$ cat src/rtl/filter2d_obuf.sv
// filter2d_obuf: show-ahead output FIFO for a 2D filter pixel stream.
// Each entry holds {eof, eol, pixel}. Line/frame tags come from col/row
// counters that advance on every strobe, so geometry stays locked even
// when pixels are dropped on overflow.
// Optional statistics (sticky overflow flag, completed-frame counter) are
// built only when FILTER2D_OBUF_STAT_EN is defined; otherwise both outputs
// are tied to zero.
module filter2d_obuf #(
    parameter int DEPTH = 16,
    parameter int IMG_W = 256,
    parameter int IMG_H = 256
) (
    input  logic                     clk,
    input  logic                     n_reset,
    input  logic                     i_strb,
    input  logic [7:0]               i_data,
    output logic                     o_valid,
    input  logic                     o_ready,
    output logic [7:0]               o_data,
    output logic                     o_eol,
    output logic                     o_eof,
    output logic [$clog2(DEPTH):0]   o_level,
    output logic                     o_ovf,
    output logic [7:0]               o_frame_cnt
);

    localparam int AW = $clog2(DEPTH);
    localparam int LW = AW + 1;
    localparam int CW = (IMG_W > 1) ? $clog2(IMG_W) : 1;
    localparam int RW = (IMG_H > 1) ? $clog2(IMG_H) : 1;

    logic [9:0]    mem [DEPTH];
    logic [AW-1:0] wr_ptr;
    logic [AW-1:0] rd_ptr;
    logic [LW-1:0] level;
    logic [CW-1:0] col;
    logic [RW-1:0] row;
    logic [9:0]    head;
    logic          full;
    logic          pop;
    logic          push;
    logic          last_col;
    logic          last_row;
    logic          tag_eol;
    logic          tag_eof;

    // Handshake decode, geometry tags and gated show-ahead head outputs
    always_comb begin
        full     = (level == LW'(DEPTH));
        o_valid  = (level != '0);
        pop      = o_valid && o_ready;
        push     = i_strb && (!full || pop);
        last_col = (col == CW'(IMG_W - 1));
        last_row = (row == RW'(IMG_H - 1));
        tag_eol  = last_col;
        tag_eof  = last_col && last_row;
        head     = mem[rd_ptr];
        // Gating on o_valid makes the head read zero while in reset
        o_data   = o_valid ? head[7:0] : '0;
        o_eol    = o_valid && head[8];
        o_eof    = o_valid && head[9];
        o_level  = level;
    end

    // Storage array: written on push only, never reset
    always_ff @(posedge clk) begin
        if (push) begin
            mem[wr_ptr] <= {tag_eof, tag_eol, i_data};
        end
    end

    // Pointers and occupancy; pointers wrap naturally at DEPTH (power of two)
    always_ff @(posedge clk or negedge n_reset) begin
        if (!n_reset) begin
            wr_ptr <= '0;
            rd_ptr <= '0;
            level  <= '0;
        end else begin
            if (push) begin
                wr_ptr <= wr_ptr + AW'(1);
            end
            if (pop) begin
                rd_ptr <= rd_ptr + AW'(1);
            end
            case ({push, pop})
                2'b10:   level <= level + LW'(1);
                2'b01:   level <= level - LW'(1);
                default: level <= level;
            endcase
        end
    end

    // Column/row position of the incoming pixel, advanced on every strobe
    always_ff @(posedge clk or negedge n_reset) begin
        if (!n_reset) begin
            col <= '0;
            row <= '0;
        end else if (i_strb) begin
            if (last_col) begin
                col <= '0;
                row <= last_row ? '0 : row + RW'(1);
            end else begin
                col <= col + CW'(1);
            end
        end
    end

`ifdef FILTER2D_OBUF_STAT_EN
    logic       ovf_q;
    logic [7:0] frame_q;
    logic       drop;

    // A strobe that could not be pushed is a dropped pixel
    always_comb begin
        drop = i_strb && !push;
    end

    // Sticky overflow flag and count of frames fully read out
    always_ff @(posedge clk or negedge n_reset) begin
        if (!n_reset) begin
            ovf_q   <= 1'b0;
            frame_q <= '0;
        end else begin
            if (drop) begin
                ovf_q <= 1'b1;
            end
            if (pop && head[9]) begin
                frame_q <= frame_q + 8'd1;
            end
        end
    end

    // Drive statistics outputs
    always_comb begin
        o_ovf       = ovf_q;
        o_frame_cnt = frame_q;
    end
`else
    // Statistics disabled: outputs held at zero
    always_comb begin
        o_ovf       = 1'b0;
        o_frame_cnt = '0;
    end
`endif

endmodule

$ cat config.mk
export PLATFORM = sky130hd
export DESIGN_NAME = filter2d_obuf
export DESIGN_NICKNAME = d
export VERILOG_FILES = /design/src/rtl/filter2d_obuf.sv
export SDC_FILE = /design/constraint.sdc
export NUM_CORES = 1
export LEC_CHECK = 0
export CORE_MARGIN = 2
export CORE_UTILIZATION = 54
export CTS_CLUSTER_SIZE = 10
export DETAILED_ROUTE_END_ITERATION = 16
export MAX_ROUTING_LAYER = met4
export PLACE_DENSITY_LB_ADDON = 0.12
export SETUP_SLACK_MARGIN = 0.4
export SYNTH_ARGS = -nofsm -noshare
export SYNTH_HDL_FRONTEND = slang
export SYNTH_SLANG_ARGS = --single-unit
$ cat constraint.sdc
create_clock -name clk -period 2.6 [get_ports clk]
set_input_delay 0.52 -clock clk [delete_from_list [all_inputs] [get_ports clk]]
set_output_delay 0.52 -clock clk [all_outputs]
set_load 0.03 [all_outputs]
==> results of run 1 <==
[through the flow]
stage                     util, %  TNS, ns  total power, mW  instances  area [um2]
after floorplan                 -  -0.2205            6.541        441        7979
after CTS                   66.61   -1.922            10.85        713        9570
after global placement      61.50   -1.111            7.935        677        8837
after detailed placement    61.50   -1.540            8.008        677        8837
final                       68.17   -1.279            11.00        720        9796
after global routing        68.17   -2.210            11.52        720        9796
[Yosys cell counts, types with 2 or more instances]
library cell	number
a21oi_1	14
buf_1	4
mux2_1	3
or3_1	3
nor2_1	19
mux2i_1	12
nand2_1	19
nand4_1	4
dfrtp_1	29
inv_1	5
nand2b_1	4
or2_2	2
a211o_1	2
nor3_1	8
mux2_2	14
edfxtp_1	160
clkbuf_1	4
o31ai_1	2
buf_4	11
xnor2_1	12
nand3_1	5
ha_1	10
o21ai_0	16
buf_2	9
mux4_2	40
a21o_1	2
xor2_1	4
[timing repair]
item	in CTS	in global routing
endpoints found under the setup margin	35	155
pin swaps	7	12
gates cloned	0	2
buffers inserted	4	5
gates resized for setup	72	44
[worst max-delay path, cell delays in order, from the launching register on]
cell and delay (ns):
dfrtp_2 0.45, buf_12 0.13, buf_8 0.11, mux4_2 0.50
mux2_4 0.29, o21ai_2 0.14, a21oi_2 0.06, buf_6 0.15
[flip-flops by register name, indices dropped and copies added, names as in the netlist]
name,count
o_level,5
row,8
rd_ptr,4
mem,160
col,8
wr_ptr,4
[worst paths after layout]
kind	endpoint	slack [ns]	cells after the start
setup / recovery	o_eol	-0.18	7
hold / removal	o_level[1]	0.47	2
setup reg to reg	o_level[4]	-0.06	8
hold reg to reg	col[7]	0.48	1
max in group asynchronous	rd_ptr[1]	1.81	2
min in group clk	col[7]	0.48	1
[power by group through the flow]
stage	sequential [mW]	combinational, mW	clock [mW]
final	3.98	4.37	2.65
after global routing	4.03	4.66	2.82
after CTS	3.97	4.18	2.69
after detailed placement	4.03	3.97	0
after global placement	4.02	3.92	0
after floorplan	4.01	2.53	0
[cells by family after synthesis]
group	count (synthesis)
fa+ha+maj	11
mux	69
flops	189
simple gates	72
buf+inv	33
other cells	1
compound gates	42
xor+xnor	16
[area by class of cell]
type	instances	area, um2
clock buffers	23	478.0
clock inverters	9	133.9
fillers	920	4573
inverters	5	18.77
multi-input cells	219	2424
flip-flops and latches	189	5535
well taps	184	230.2
repair buffers	91	975.9
[routing by layer]
| metal | global-route usage (%) | routed length [um] | share of wire, % |
|---|---|---|---|
| met4 | 6.411 | 104 | 0.67 |
| met2 | 37.13 | 8307 | 54 |
| met3 | 5.198 | 672 | 4.3 |
| met5 | - | 0 | 0 |
| met1 | 27.11 | 6417 | 41 |
==> results.json, run 1 <==
{
  "status": "complete, but fails checks",
  "violations": "negative setup slack",
  "grt_pass1_vias": 4367,
  "holdCritPathClass": "in2async",
  "place.gp.congestion": 0.7595,
  "layout-drive-gt1-share_pct": 39.55,
  "period_share_pct": 106.9,
  "root_buffer": "clkbuf_16",
  "placeableCoreArea_um2": 14370,
  "mostFrequentLayoutCells": "160 x edfxtp_1, 41 x buf_4, 40 x mux4_2",
  "crit_type": "reg2out",
  "drv_cap": 0,
  "fin_hold_ws_ns": 0.4742,
  "drv_slew": 0,
  "initial_core_util_pct": 54.59,
  "syn2layout_area_growth_pct": 24.88,
  "skew_ns": 0.01024,
  "grt_setup_unrepaired": "true",
  "cts_buffer_depth": 2,
  "synth_edf_count": 160,
  "wirelength_um": 15500,
  "grt_first_pass_wirelength_um": 24470,
  "postRouteAntennaNets": 0,
  "p_int_mw": 7.497,
  "cts_buffers": 17,
  "antenna_cells": 0,
  "clkSlewWorstSetupHoldPaths_ns": 0.06,
  "vias_per_cell": 5.699,
  "synth_ff_type": "edfxtp_1",
  "endpoint_kind": "output port",
  "crit_required_ns": 2.08,
  "p_clk_share_pct": 24.1,
  "synth_top_family_by_area": "multiplexers",
  "slew_headroom_pct": 60.49,
  "rows": 44,
  "power.density_nw_per_um2": 1123,
  "ys_ff_latch": 189,
  "ys_top_cells_by_area": "edfxtp_1 61%, mux4_2 11%, dfrtp_1 9.3%",
  "tightestPinTransition_ns": 0.5908,
  "synth_largest_area_cell": "edfxtp_1",
  "p_switching_mw": 3.502,
  "synthCells": 433,
  "seq_area_frac_synth_pct": 70.51,
  "nNetsFinal": 546,
  "p_leak_nw": 3.494,
  "crit_start": "rd_ptr[1]",
  "final_common_cell": "edfxtp_1",
  "dp.final_hpwl_um": 9988,
  "die_w_um": 124.5,
  "power_frac_comb_pct": 39.7,
  "setup_violations": 11,
  "syn_area_um2": 7844,
  "vias": 4103,
  "dieArea_um2": 15510,
  "synth_compound_area_share_pct": 3.430,
  "yosysWarnings": 0,
  "cts_tree": "yes",
  "final.min_clock_period_ns": 2.778,
  "ir_worst_vdd_uv": 694.8,
  "routedWlPerCell_um": 21.53,
  "synth-xor-area-share_pct": 1.787,
  "async_flop_share_pct": 15.34,
  "antenna_found_initial": 0,
  "yosys.area_share.simple_pct": 4.674,
  "pin_count": 37,
  "pre_cts_ws_ns": -0.1371,
  "grt_usage_pct": 22.10,
  "pwr-share-seq_pct": 36.2,
  "synthAdderAreaFrac_pct": 1.850,
  "ys_types": 43,
  "worstReg2RegStart": "o_level[3]",
  "htree_levels": 4,
  "grt_overflow": 0,
  "dr.pass1.iters": 4,
  "drc": 0,
  "cts_sinks": 189,
  "syn_avg_cell_area_um2": 18.11,
  "dieHeight_um": 124.5,
  "setup_ws_ns": -0.1781,
  "grt_max_degree": 30,
  "port-buffer-count": 27,
  "hold_buffers": 0,
  "synth_top_area_share_pct": 61.25,
  "insertion_delay_ns": 0.43,
  "switching_share_pct": 31.84,
  "crit_fanout": 4,
  "drt_iter0_drc": 451,
  "hold_viol_final": 0,
  "synthMuxAreaShare_pct": 15.46,
  "critPathLaunchType": "flop",
  "fmax_ghz": 0.3600,
  "worstPathArrival_ns": 2.26
}
No activity file was read; power rests on OpenSTA's default activity.
==> inputs of run 2 (changes only) <==
Settings changed: CORE_ASPECT_RATIO set to 0.5.
==> run 2 against run 1 <==
Clock skew down 0.0023 ns. The run still ends with negative setup slack left. Register-to-register slack improved by 0.02 ns. Die area rose by 0.38%. Core utilization increased by 1.3 points.
==> results.json, run 2 (synthesis gave the netlist of run 1 again) <==
{
  "status": "complete, but fails checks",
  "violations": "negative setup slack",
  "ir_worst_vdd_uv": 547.9,
  "dr.pass1.iters": 4,
  "switching_share_pct": 33.97,
  "rows": 31,
  "clkSlewWorstSetupHoldPaths_ns": 0.07,
  "final.min_clock_period_ns": 2.789,
  "placeableCoreArea_um2": 14310,
  "finalNonFillerCells": 745,
  "reg.largest.list": "mem x160, col x8, row x8",
  "antenna_found_initial": 0,
  "cts_tree": "yes",
  "insertion_delay_ns": 0.42,
  "pre_cts_ws_ns": -0.1890,
  "cts_buffers": 17,
  "fmax_ghz": 0.3586,
  "port-buffer-count": 27,
  "cts_sinks": 189,
  "final_area_um2": 9941,
  "regArea_um2": 5535,
  "vias_per_cell": 5.705,
  "routedWlPerCell_um": 22.30,
  "dieArea_um2": 15560,
  "tightestPinTransition_ns": 0.8605,
  "p_leak_nw": 3.540,
  "p_switching_mw": 3.771,
  "holdCritPathClass": "in2async",
  "fin_hold_ws_ns": 0.4752,
  "grt_usage_pct": 22.89,
  "dp.final_hpwl_um": 10050,
  "fill_cells": 880,
  "htree_levels": 4,
  "antenna_cells": 0,
  "crit_type": "reg2out",
  "setup_violations": 11,
  "place.gp.congestion": 0.8044,
  "power.density_nw_per_um2": 1117,
  "drt_iter0_drc": 378,
  "multi_input_area_um2": 2466,
  "path_cells": "buf_12 > buf_16 > mux4_2 > mux2_4 > o21ai_2 > a21oi_2 > buf_6",
  "endpoint_kind": "output port",
  "die_w_um": 174.4,
  "grt_setup_unrepaired": "true",
  "setup_ws_ns": -0.1889,
  "pwr-share-seq_pct": 36.2,
  "vias": 4250,
  "critPathLaunchType": "flop",
  "crit_path_top_delay_cell": "mux4_2",
  "hold_viol_final": 0,
  "dieHeight_um": 89.22,
  "skew_ns": 0.007910,
  "slowest_delay_ns": 0.49,
  "grt_pass1_vias": 4393,
  "hold_buffers": 0,
  "largest_register": "mem",
  "layout-drive-gt1-share_pct": 41.50,
  "dp.cells": 689,
  "nNetsFinal": 557,
  "final_common_cell": "edfxtp_1",
  "largest_reg_flops": 160,
  "fin_tns_setup_ns": -1.478,
  "crit_required_ns": 2.08,
  "syn2layout_area_growth_pct": 26.73,
  "drv_cap": 0,
  "utilization_pct": 69.46,
  "worstPathArrival_ns": 2.27,
  "power_frac_comb_pct": 41.5,
  "p_total_mw": 11.10,
  "p_clk_share_pct": 22.4,
  "grt_first_pass_wirelength_um": 24640,
  "drv_slew": 0,
  "post_dp_cell_area_um2": 8845,
  "cts_buffer_depth": 2,
  "period_share_pct": 107.3,
  "initial_core_util_pct": 54.80,
  "drc": 0,
  "p_int_mw": 7.330,
  "postRouteAntennaNets": 0,
  "root_buffer": "clkbuf_16",
  "mostFrequentLayoutCells": "160 x edfxtp_1, 43 x buf_4, 40 x mux4_2",
  "grt_max_degree": 30,
  "grt_overflow": 0,
  "crit_fanout": 7,
  "pin_count": 37,
  "wirelength_um": 16610,
  "slew_headroom_pct": 42.63
}
## run 2: changes by cell type in the layout (fill, tap and decap cells not counted), sizes merged, moves of 2 or more
cell,delta
clkinvlp,-3
clkdlybuf4s50,+2
buf,+11
inv,+7
bufinv,-3
clkinv,+5
clkbuf,-6
## run 2: worst paths after layout
check | endpoint | from | slack (ns) | depth (start not counted)
worst max-delay path | o_data[6] | rd_ptr[1] | -0.19 | 7
worst min-delay path | col[6] | n_reset | 0.48 | 2
worst max register to register | o_level[4] | o_level[0] | -0.04 | 8
worst min register to register | col[7] | col[7] | 0.49 | 1
max in group asynchronous | o_level[1] | n_reset | 1.81 | 2
min in group clk | col[7] | col[7] | 0.49 | 1
## run 2: power by group through the flow
stage | clock, mW | combinational (mW) | sequential, mW
floorplan | 0 | 2.53 | 4.01
global placement | 0 | 3.79 | 4.01
detailed placement | 0 | 3.89 | 4.04
CTS | 2.52 | 4.33 | 4.00
global route | 2.64 | 4.92 | 4.06
finish | 2.48 | 4.60 | 4.01
## run 2: area by class of cell
cell class / count / share of cell area [%]
timing repair buffer: 102 / 11.09
clock inverter: 15 / 1.460
tap: 198 / 2.492
clock buffer: 17 / 4.279
inverter: 5 / 0.1888
multi-input combinational: 219 / 24.81
sequential: 189 / 55.68
## run 2: critical path, delay by kind of cell, from the launching register on
family | cells | cell delay, ns
multiplexers | 2 | 0.77
buffers and inverters | 3 | 0.39
flip-flops | 1 | 0.44
AO/OA/AOI/OAI | 2 | 0.24
## run 2: routing by layer
metal  global-route usage (%)  part of all wire, %  vias up
li1                         -                    -     1896
met1                    29.09                   43     2206
met2                    38.60                   49      139
met3                    4.847                  7.5        9
met4                    5.882                 0.53        0
met5                        -                    0        -
## run 2: timing repair
item,CTS,global route
endpoints found under the setup margin,14,107
gates resized for setup,106,32
pin swaps,6,7
setup buffers,8,10
cloned,2,4
